**src/rtl/fp_norm_pack_if.sv**
```systemverilog
// ---------------------------------------------------------------------------
// fp_norm_pack_if
// Handshake/data bundle between BigALU (upstream), the normalize/pack stage
// and the downstream consumer of the packed IEEE-754 single word.
//
//   in_valid / in_ready    : upstream operand handshake
//   mant_in                : BigALU magnitude (MANT_WIDTH bits, incl. hidden bit)
//   cout_in                : BigALU carry-out
//   sign_in                : BigALU result sign
//   exp_in                 : biased exponent of the larger aligned operand
//   out_valid / out_ready  : result handshake
//   result                 : {sign, exp, fraction}
//   zero_flag / overflow_flag / underflow_flag : result classification
//
// Modports:
//   slave  - view of the normalize/pack stage
//   master - view of the environment driving it (upstream + downstream)
// ---------------------------------------------------------------------------
interface fp_norm_pack_if #(
    parameter int MANT_WIDTH = 24,
    parameter int EXP_WIDTH  = 8
);
    logic                            in_valid;
    logic                            in_ready;
    logic [MANT_WIDTH-1:0]           mant_in;
    logic                            cout_in;
    logic                            sign_in;
    logic [EXP_WIDTH-1:0]            exp_in;
    logic                            out_valid;
    logic                            out_ready;
    logic [EXP_WIDTH+MANT_WIDTH-1:0] result;
    logic                            zero_flag;
    logic                            overflow_flag;
    logic                            underflow_flag;

    modport slave (
        input  in_valid, mant_in, cout_in, sign_in, exp_in, out_ready,
        output in_ready, out_valid, result, zero_flag, overflow_flag, underflow_flag
    );

    modport master (
        output in_valid, mant_in, cout_in, sign_in, exp_in, out_ready,
        input  in_ready, out_valid, result, zero_flag, overflow_flag, underflow_flag
    );
endinterface

```
**src/rtl/fp_norm_pack.sv**
```systemverilog
// ---------------------------------------------------------------------------
// fp_norm_pack
// Post-ALU normalization and packing stage. Takes BigALU's magnitude,
// carry-out and sign plus the biased exponent, normalizes the mantissa one
// left shift per clock, and packs an IEEE-754 single-precision word.
// Rounding is truncation; one operation in flight.
//
// Ports:
//   clk  - rising-edge clock
//   rst  - synchronous active-high reset
//   bus  - fp_norm_pack_if.slave (operand and result handshakes, flags)
// ---------------------------------------------------------------------------
module fp_norm_pack #(
    parameter int MANT_WIDTH = 24,
    parameter int EXP_WIDTH  = 8
) (
    input  logic           clk,
    input  logic           rst,
    fp_norm_pack_if.slave  bus
);
    localparam int RES_W = EXP_WIDTH + MANT_WIDTH;

    typedef enum logic [1:0] {
        S_IDLE = 2'd0,
        S_NORM = 2'd1,
        S_DONE = 2'd2
    } state_t;

    state_t                r_state;
    logic [MANT_WIDTH-1:0] r_mant;
    // One extra bit so the carry increment cannot wrap.
    logic [EXP_WIDTH:0]    r_exp;
    logic                  r_sign;
    logic                  r_in_ready;
    logic                  r_out_valid;
    logic [RES_W-1:0]      r_result;
    logic                  r_zero;
    logic                  r_ovf;
    logic                  r_unf;

    logic [EXP_WIDTH:0]    w_exp_inc;
    logic [EXP_WIDTH:0]    w_exp_max;
    logic [EXP_WIDTH:0]    w_exp_one;
    logic [RES_W-1:0]      w_ovf_word;
    logic [RES_W-1:0]      w_unf_in_word;

    assign w_exp_inc     = {1'b0, bus.exp_in} + {{EXP_WIDTH{1'b0}}, 1'b1};
    assign w_exp_max     = {1'b0, {EXP_WIDTH{1'b1}}};
    assign w_exp_one     = {{EXP_WIDTH{1'b0}}, 1'b1};
    assign w_ovf_word    = {bus.sign_in, {EXP_WIDTH{1'b1}}, {(MANT_WIDTH-1){1'b0}}};
    assign w_unf_in_word = {bus.sign_in, {(RES_W-1){1'b0}}};

    always_ff @(posedge clk) begin
        if (rst) begin
            r_state     <= S_IDLE;
            r_mant      <= '0;
            r_exp       <= '0;
            r_sign      <= 1'b0;
            r_in_ready  <= 1'b1;
            r_out_valid <= 1'b0;
            r_result    <= '0;
            r_zero      <= 1'b0;
            r_ovf       <= 1'b0;
            r_unf       <= 1'b0;
        end else begin
            case (r_state)
                S_IDLE: begin
                    if (bus.in_valid) begin
                        r_sign     <= bus.sign_in;
                        r_in_ready <= 1'b0;
                        if (bus.cout_in) begin
                            // Carry out: the sum has one extra integer bit,
                            // so shift right once and bump the exponent.
                            if (w_exp_inc >= w_exp_max) begin
                                r_result    <= w_ovf_word;
                                r_ovf       <= 1'b1;
                                r_out_valid <= 1'b1;
                                r_state     <= S_DONE;
                            end else begin
                                r_mant  <= {1'b1, bus.mant_in[MANT_WIDTH-1:1]};
                                r_exp   <= w_exp_inc;
                                r_state <= S_NORM;
                            end
                        end else if (bus.mant_in == '0) begin
                            // Exact cancellation always yields +0.
                            r_result    <= '0;
                            r_zero      <= 1'b1;
                            r_out_valid <= 1'b1;
                            r_state     <= S_DONE;
                        end else if (&bus.exp_in) begin
                            r_result    <= w_ovf_word;
                            r_ovf       <= 1'b1;
                            r_out_valid <= 1'b1;
                            r_state     <= S_DONE;
                        end else if (bus.exp_in == '0) begin
                            // Denormal inputs are flushed to signed zero.
                            r_result    <= w_unf_in_word;
                            r_unf       <= 1'b1;
                            r_out_valid <= 1'b1;
                            r_state     <= S_DONE;
                        end else begin
                            r_mant  <= bus.mant_in;
                            r_exp   <= {1'b0, bus.exp_in};
                            r_state <= S_NORM;
                        end
                    end
                end

                S_NORM: begin
                    if (r_mant[MANT_WIDTH-1]) begin
                        // Hidden bit is implicit in the packed word.
                        r_result    <= {r_sign, r_exp[EXP_WIDTH-1:0], r_mant[MANT_WIDTH-2:0]};
                        r_out_valid <= 1'b1;
                        r_state     <= S_DONE;
                    end else if (r_exp == w_exp_one) begin
                        // Another shift would need exponent 0: flush.
                        r_result    <= {r_sign, {(RES_W-1){1'b0}}};
                        r_unf       <= 1'b1;
                        r_out_valid <= 1'b1;
                        r_state     <= S_DONE;
                    end else begin
                        r_mant <= {r_mant[MANT_WIDTH-2:0], 1'b0};
                        r_exp  <= r_exp - w_exp_one;
                    end
                end

                S_DONE: begin
                    // Result and flags hold until the consumer takes them;
                    // the handoff edge never also accepts a new operand.
                    if (bus.out_ready) begin
                        r_out_valid <= 1'b0;
                        r_zero      <= 1'b0;
                        r_ovf       <= 1'b0;
                        r_unf       <= 1'b0;
                        r_in_ready  <= 1'b1;
                        r_state     <= S_IDLE;
                    end
                end

                default: begin
                    r_state     <= S_IDLE;
                    r_in_ready  <= 1'b1;
                    r_out_valid <= 1'b0;
                end
            endcase
        end
    end

    assign bus.in_ready       = r_in_ready;
    assign bus.out_valid      = r_out_valid;
    assign bus.result         = r_result;
    assign bus.zero_flag      = r_zero;
    assign bus.overflow_flag  = r_ovf;
    assign bus.underflow_flag = r_unf;
endmodule
```
**src/flat_wrapper.sv**
```systemverilog
// flat-port wrapper written by rule: the top's interface ports become plain ports
module fp_norm_pack_flat 
#(
    parameter int MANT_WIDTH = 24,
    parameter int EXP_WIDTH  = 8
)
  (clk, rst, bus_in_valid, bus_mant_in, bus_cout_in, bus_sign_in, bus_exp_in, bus_out_ready, bus_in_ready, bus_out_valid, bus_result, bus_zero_flag, bus_overflow_flag, bus_underflow_flag);
  fp_norm_pack_if #(.MANT_WIDTH(MANT_WIDTH), .EXP_WIDTH(EXP_WIDTH)) bus_i ();
  input  logic clk;
  input  logic rst;
  input wire logic [$bits(bus_i.in_valid)-1:0] bus_in_valid;
  input wire logic [$bits(bus_i.mant_in)-1:0] bus_mant_in;
  input wire logic [$bits(bus_i.cout_in)-1:0] bus_cout_in;
  input wire logic [$bits(bus_i.sign_in)-1:0] bus_sign_in;
  input wire logic [$bits(bus_i.exp_in)-1:0] bus_exp_in;
  input wire logic [$bits(bus_i.out_ready)-1:0] bus_out_ready;
  output wire logic [$bits(bus_i.in_ready)-1:0] bus_in_ready;
  output wire logic [$bits(bus_i.out_valid)-1:0] bus_out_valid;
  output wire logic [$bits(bus_i.result)-1:0] bus_result;
  output wire logic [$bits(bus_i.zero_flag)-1:0] bus_zero_flag;
  output wire logic [$bits(bus_i.overflow_flag)-1:0] bus_overflow_flag;
  output wire logic [$bits(bus_i.underflow_flag)-1:0] bus_underflow_flag;
  assign bus_i.in_valid = bus_in_valid;
  assign bus_i.mant_in = bus_mant_in;
  assign bus_i.cout_in = bus_cout_in;
  assign bus_i.sign_in = bus_sign_in;
  assign bus_i.exp_in = bus_exp_in;
  assign bus_i.out_ready = bus_out_ready;
  assign bus_in_ready = bus_i.in_ready;
  assign bus_out_valid = bus_i.out_valid;
  assign bus_result = bus_i.result;
  assign bus_zero_flag = bus_i.zero_flag;
  assign bus_overflow_flag = bus_i.overflow_flag;
  assign bus_underflow_flag = bus_i.underflow_flag;
  fp_norm_pack #(.MANT_WIDTH(MANT_WIDTH), .EXP_WIDTH(EXP_WIDTH)) u_core (.clk(clk), .rst(rst), .bus(bus_i));
endmodule
```
**config.mk**
```make
export PLATFORM = sky130hd
export DESIGN_NAME = fp_norm_pack_flat
export DESIGN_NICKNAME = d
export VERILOG_FILES = /design/src/rtl/fp_norm_pack_if.sv /design/src/rtl/fp_norm_pack.sv /design/src/flat_wrapper.sv
export SDC_FILE = /design/constraint.sdc
export NUM_CORES = 1
export LEC_CHECK = 0
export ABC_AREA = 0
export CORE_UTILIZATION = 56
export CTS_CLUSTER_DIAMETER = 60
export DETAILED_ROUTE_END_ITERATION = 7
export HOLD_SLACK_MARGIN = 0.06
export PLACE_DENSITY_LB_ADDON = 0.15
export SLEW_MARGIN = 10
export SYNTH_ARGS = -nofsm -noshare
export SYNTH_HDL_FRONTEND = slang
export SYNTH_SLANG_ARGS = --single-unit
```
**constraint.sdc**
```tcl
create_clock -name clk -period 3.9 [get_ports clk]
set_input_delay 0.585 -clock clk [delete_from_list [all_inputs] [get_ports clk]]
set_output_delay 0.585 -clock clk [all_outputs]
set_load 0.02 [all_outputs]
```
Word-level counts from Yosys, hierarchy flattened --
Cells that the tools add are included.
Storage, ports and cells: bits in registers 73, output and inout port bits 37, logic and storage cells 118, input port bits 38
Cells by class: reductions and logical operators 17, magnitude comparators 1, mux-type cells 65, add/sub/neg operators 2, eq/ne operators 21, bitwise gates (word level) 1
Operators by type and width (number):
- $mux W32 | 8
- $mux W24 | 8
- $mux W9 | 8
- $pmux W32 S2 | 1
- $pmux W24 S2 | 1
- $logic_not A24 Y1 | 1
- $mux W1 | 23
- $mux W2 | 9
- $pmux W9 S2 | 1
- $reduce_and A8 Y1 | 2
- $reduce_and A5 Y1 | 3
- $ne A2 B2 Y1 const B | 7
- $ne A3 B3 Y1 const B | 4
- $reduce_and A6 Y1 | 2
- $add A8 B1 Y9 const B | 1
- $eq A9 B1 Y1 const B | 1
- $ge A9 B8 Y1 const B | 1
- $pmux W1 S3 | 3
- $reduce_and A9 Y1 | 1
- $sub A9 B1 Y9 const B | 1
- $logic_not A8 Y1 | 1
- $ne A2 B1 Y1 const B | 3
- $ne A3 B2 Y1 const B | 2
- $pmux W2 S3 | 1
- 11 further kinds | 14

Depth between registers and ports, before layout --
depth after elaboration 7, mapped depth 9, mapped depth without buffers 8

Worst setup path before layout --
No wires, ideal clock.
kind in2reg, start in bus_exp_in[0], end reg u_core.r_result[10] (netlist: u_core.bus.result[10]), buffers on the path 1, stages 8, arrival time 2.121 ns, setup time 0.117 ns, slack 1.662 ns, cell sequence ha_1 -> nor2_1 -> mux2i_1 -> o311a_4 -> o31a_1 -> nor2b_4 -> buf_6 -> a22o_1
On the way: longest elaborated chain between the ends 6, elaborated cells on any way between the ends 12, classes of those cells 1 x add/sub; 1 x order compare; 2 x eq/ne; 5 x mux; 3 x reduce/logical
RTL lines:
- start: declaration | RTL line flat_wrapper.sv:15 | input wire logic [$bits(bus_i.exp_in)-1:0] bus_exp_in;
- parallel branches: the longest is 6 deep, another holds $add A8 B1 Y9
- end signal: assignment | RTL line fp_norm_pack.sv:75 | r_result <= w_ovf_word;
- end signal: assignment | RTL line fp_norm_pack.sv:91 | r_result <= w_ovf_word;
- end signal: assignment | RTL line fp_norm_pack.sv:97 | r_result <= w_unf_in_word;
- end: declaration | RTL line fp_norm_pack.sv:36 | logic [RES_W-1:0] r_result;
Several ways; the timed one is not identified. The select of a mux whose other input is x is not followed. A chain may end at the register's enable or synchronous reset.

Worst setup path after layout --
start in bus_exp_in[0], end reg u_core.r_exp[4]
On the way: longest elaborated chain between the ends 5, elaborated cells on any way between the ends 12, classes of those cells 1 x add/sub; 1 x order compare; 3 x eq/ne; 4 x mux; 3 x reduce/logical
RTL lines:
- parallel branches: the longest is 5 deep, another holds $add A8 B1 Y9
- end signal: assignment | RTL line fp_norm_pack.sv:81 | r_exp <= w_exp_inc;
- end signal: assignment | RTL line fp_norm_pack.sv:103 | r_exp <= {1'b0, bus.exp_in};
- end signal: assignment | RTL line fp_norm_pack.sv:123 | r_exp <= r_exp - w_exp_one;
- end: declaration | RTL line fp_norm_pack.sv:32 | logic [EXP_WIDTH:0] r_exp;
Several ways; the timed one is not identified. The select of a mux whose other input is x is not followed.

==> reports/summary.json <==
{
  "run_status": {"value": "complete, but fails checks"},
  "violations": {"value": "design-rule violations"},
  "yosys_most_used_dff": {"value": "dfxtp_1"},
  "cts.sink_count": {"value": 73},
  "detailedRoute.firstPassIterationCount": {"value": 7},
  "synthCells": {"value": 449},
  "worst_skew_pair.late_latency": {"value": 0.35, "unit": "ns"},
  "synth_cell_types": {"value": 54},
  "dieHeight": {"value": 84.7, "unit": "um"},
  "netSwitchingFraction": {"value": 0.323},
  "die-width": {"value": 84.7, "unit": "um"},
  "nNetsFinal": {"value": 549},
  "syn-cell-area": {"value": 0.00383, "unit": "sq mm"},
  "crit_chain": {"value": "clkdlybuf4s50_1, inv_1, ha_1, a21oi_1, o311a_4, nor2_1, or4_1, a31oi_1"},
  "max-clock-path-buffers": {"value": 2},
  "mostFrequentLayoutCells": {"value": "dfxtp_1, clkdlybuf4s50_1, nor2_1, a21oi_1, nand2_1"},
  "antenna_diode_count": {"value": 0},
  "yosysWarningCount": {"value": 0},
  "total_routing_resource_utilization_after_global_routing": {"value": 0.287},
  "multi_input_area": {"value": 0.00217, "unit": "sq mm"},
  "antenna_left": {"value": 0},
  "drive_gt1_frac": {"value": 0.0920},
  "ctsHoldBuffers": {"value": 0},
  "cp_max_fo": {"value": 8},
  "floorplan.initialDensity": {"value": 0.590},
  "remaining_drc_errors": {"value": 2},
  "antenna_violations_before_repair": {"value": 0},
  "post_cts_buffers": {"value": 0},
  "cp.depth": {"value": 8},
  "ys_seq_elements": {"value": 73},
  "leading_cell_type_in_the_layout_fill_and_taps_excluded": {"value": "dfxtp_1"},
  "place.port_buffers": {"value": 74},
  "first_pass_grt_wire_length": {"value": 16400, "unit": "um"},
  "dominant_combinational_cell_family_by_area_after_synthesis": {"value": "compound AO/OA/AOI/OAI gates"},
  "share_clk_of_total_power": {"value": 0.315},
  "post-route-worst-setup-slack": {"value": 1.12, "unit": "ns"},
  "synth_top_cell_area_share": {"value": 0.381},
  "crit_end": {"value": "u_core.r_exp[4]"},
  "hold_violations": {"value": 0},
  "max-cap-violations": {"value": 0},
  "timing.reg2reg.worst_path_depth": {"value": 6},
  "synthesis.area_per_instance": {"value": 8.54, "unit": "sq um"},
  "setup-tns-final": {"value": 0, "unit": "ns"},
  "setup.worst_path.start": {"value": "bus_exp_in[0]"},
  "final_core_util": {"value": 0.737},
  "power_frac_comb": {"value": 0.255},
  "synth_compound_gate_area_share": {"value": 0.263},
  "reg2reg_to": {"value": "u_core.bus.result[27]"},
  "fin_total_pwr": {"value": 0.00208, "unit": "W"},
  "yosysSeqAreaShare": {"value": 0.381},
  "place.gp.congestion": {"value": 0.966},
  "overflow": {"value": 0},
  "worst-path-buf-inv": {"value": 2},
  "p_switching": {"value": 0.000671, "unit": "W"},
  "regToRegSetupSlack": {"value": 1.23, "unit": "ns"},
  "ctsResizeCount": {"value": 0},
  "synth_nets": {"value": 492},
  "cts_htree_levels": {"value": 3},
  "critPathCaptureType": {"value": "register"},
  "cp_slowest_cell": {"value": "clkdlybuf4s50_1"},
  "fp.dieArea": {"value": 0.00718, "unit": "sq mm"},
  "number_of_synthesized_flops_with_an_enable_pin": {"value": 0},
  "total_leakage_power": {"value": 1.75, "unit": "nW"},
  "cts_root_buffer": {"value": "clkbuf_8"},
  "synthArstFlopShare": {"value": 0},
  "share_of_synthesized_cell_area_in_full_adder_half_adder_and_majority_cells": {"value": 0.0163},
  "power_density": {"value": 435, "unit": "mW/mm^2"},
  "period_minus_slack": {"value": 2.78, "unit": "ns"},
  "hold_path.class": {"value": "reg -> reg"},
  "timing.critical_path.from_type": {"value": "input pin"},
  "internal_power": {"value": 0.00141, "unit": "W"},
  "power.share.sequential": {"value": 0.430},
  "clk_skew": {"value": 0.0116, "unit": "ns"},
  "muxShareOfSynthArea": {"value": 0.0682},
  "grt_max_degree": {"value": 40},
  "wl_per_cell": {"value": 17.0, "unit": "um"},
  "synth_largest_area_cell": {"value": "dfxtp_1"},
  "area_growth_syn_to_layout": {"value": 24.8, "unit": "%"},
  "worst_setup_hold_path_clk_slew": {"value": 0.08, "unit": "ns"},
  "synthSimpleGateAreaFrac": {"value": 0.194},
  "dpl.hpwl": {"value": 6880, "unit": "um"},
  "core-area": {"value": 0.00649, "unit": "sq mm"},
  "setup.worst_path.class": {"value": "in -> reg"},
  "fmax": {"value": 360, "unit": "MHz"},
  "row_count": {"value": 29},
  "number_of_global_route_vias_before_repair": {"value": 3419},
  "worst_ep_required_time": {"value": 4.16, "unit": "ns"},
  "area.sequential": {"value": 0.00146, "unit": "sq mm"},
  "synth_xor_xnor_area_share": {"value": 0.0206},
  "worst_path_dominant_cell_family": {"value": "compound AO/OA/AOI/OAI gates"},
  "finalCritPeriodShare": {"value": 0.712},
  "worst_margin_pin_slew": {"value": 0.974, "unit": "ns"},
  "regToRegStartpoint": {"value": "u_core.r_state[1]"},
  "timing.max_slew.rel_slack": {"value": 0.350},
  "max_stage_delay": {"value": 0.56, "unit": "ns"},
  "cts_tree": {"value": "yes"},
  "setup_viol": {"value": 0},
  "detailedRoute.firstIterationViolations": {"value": 241},
  "worst_ep_arrival_time": {"value": 3.04, "unit": "ns"},
  "ys_top_cells_by_area": {"value": "dfxtp_1, mux2i_1, a22o_1"},
  "ir_drop": {"value": 0.202, "unit": "mV"},
  "fill_cells": {"value": 511},
  "tritoncts_buffer_count": {"value": 9},
  "wire_length_after_detailed_routing": {"value": 9970, "unit": "um"},
  "rsz0062_at_grt": {"value": "false"},
  "slew_violations": {"value": 0},
  "dp_worst_setup_slack": {"value": 0.803, "unit": "ns"},
  "vias": {"value": 3666},
  "num_io_pins": {"value": 75},
  "vias_cell": {"value": 6.23}
}
[synth_stat cells, drive strengths merged (2+ instances only)]
master,instances
o21bai,2
nor4,8
nand3,13
xnor2,4
and4,2
a31oi,6
o22ai,2
clkbuf,20
nand2b,5
nor2,42
a22o,23
a21oi,37
nor2b,6
inv,14
ha,5
buf,15
o21a,3
and3,3
o211ai,2
a221oi,9
nor3,31
o221ai,2
o21ai,13
mux2i,25
nand4,3
a211oi,25
dfxtp,73
xor2,5
nand2,33
[registers in the layout, indices dropped and copies added, names as in the netlist]
| register | count |
|---|---|
| u_core.r_state | 2 |
| u_core.r_mant | 24 |
| u_core.bus.out_valid | 1 |
| u_core.bus.overflow_flag | 1 |
| u_core.r_sign | 1 |
| u_core.bus.in_ready | 1 |
| u_core.bus.zero_flag | 1 |
| u_core.r_exp | 9 |
| u_core.bus.result | 32 |
| u_core.bus.underflow_flag | 1 |
[logic make-up after synthesis]
kind of cell / Yosys count
simple gates: 153
compound gates: 134
flops: 73
buf+inv: 49
mux: 26
xor+xnor: 9
fa+ha+maj: 5
[power groups by stage]
| stage | clock network [W] | logic (W) | registers (W) |
|---|---|---|---|
| 6_report | 0.000655 | 0.000530 | 0.000894 |
| 2_1_floorplan | 0 | 0.000353 | 0.000908 |
| 5_1_grt | 0.000700 | 0.000581 | 0.000903 |
| 4_1_cts | 0.000660 | 0.000525 | 0.000891 |
| 3_3_place_gp | 0 | 0.000503 | 0.000905 |
| 3_5_place_dp | 0 | 0.000521 | 0.000908 |
[per-layer routing]
metal	global-route usage	share of wire	up-vias
li1	-	-	1779
met1	0.378	0.45	1696
met2	0.461	0.47	170
met3	0.0580	0.066	21
met4	0.116	0.019	0
met5	0	0	-
[metrics by stage]
| step | hold slack [ns] | cells | instance area (sq um) |
|---|---|---|---|
| after global routing | 0.483 | 588 | 4780 |
| after floorplan | 0.436 | 449 | 3830 |
| after detailed placement | 0.448 | 572 | 4560 |
| final | 0.458 | 588 | 4780 |
| after global placement | 0.442 | 572 | 4560 |
| after CTS | 0.460 | 588 | 4780 |
[final cells by class]
cell class                 count  area share
timing repair buffer          81       0.164
clock buffer                  10      0.0267
clock inverter                 6      0.0194
sequential                    73       0.305
inverter                      14      0.0110
tap                           77      0.0201
multi-input combinational    327       0.454
[worst min-delay path by stage]
stage,startpoint,end,cells past startpoint
floorplan,u_core.r_sign,u_core.r_sign,2
global placement,u_core.r_sign,u_core.r_sign,2
detailed placement,u_core.bus.overflow_flag,u_core.bus.overflow_flag,2
CTS,u_core.r_sign,u_core.r_sign,2
global route,u_core.bus.result[26],u_core.bus.result[26],2
finish,u_core.bus.overflow_flag,u_core.bus.overflow_flag,2
[worst reg2reg max path: cells and delay by family, from the launching register on]
kind	cells	cell delay [ns]
AND/OR/NAND/NOR	3	0.99
AO/OA/AOI/OAI	3	1.03
flip-flops	1	0.49
(Power assumes the default switching activity.)
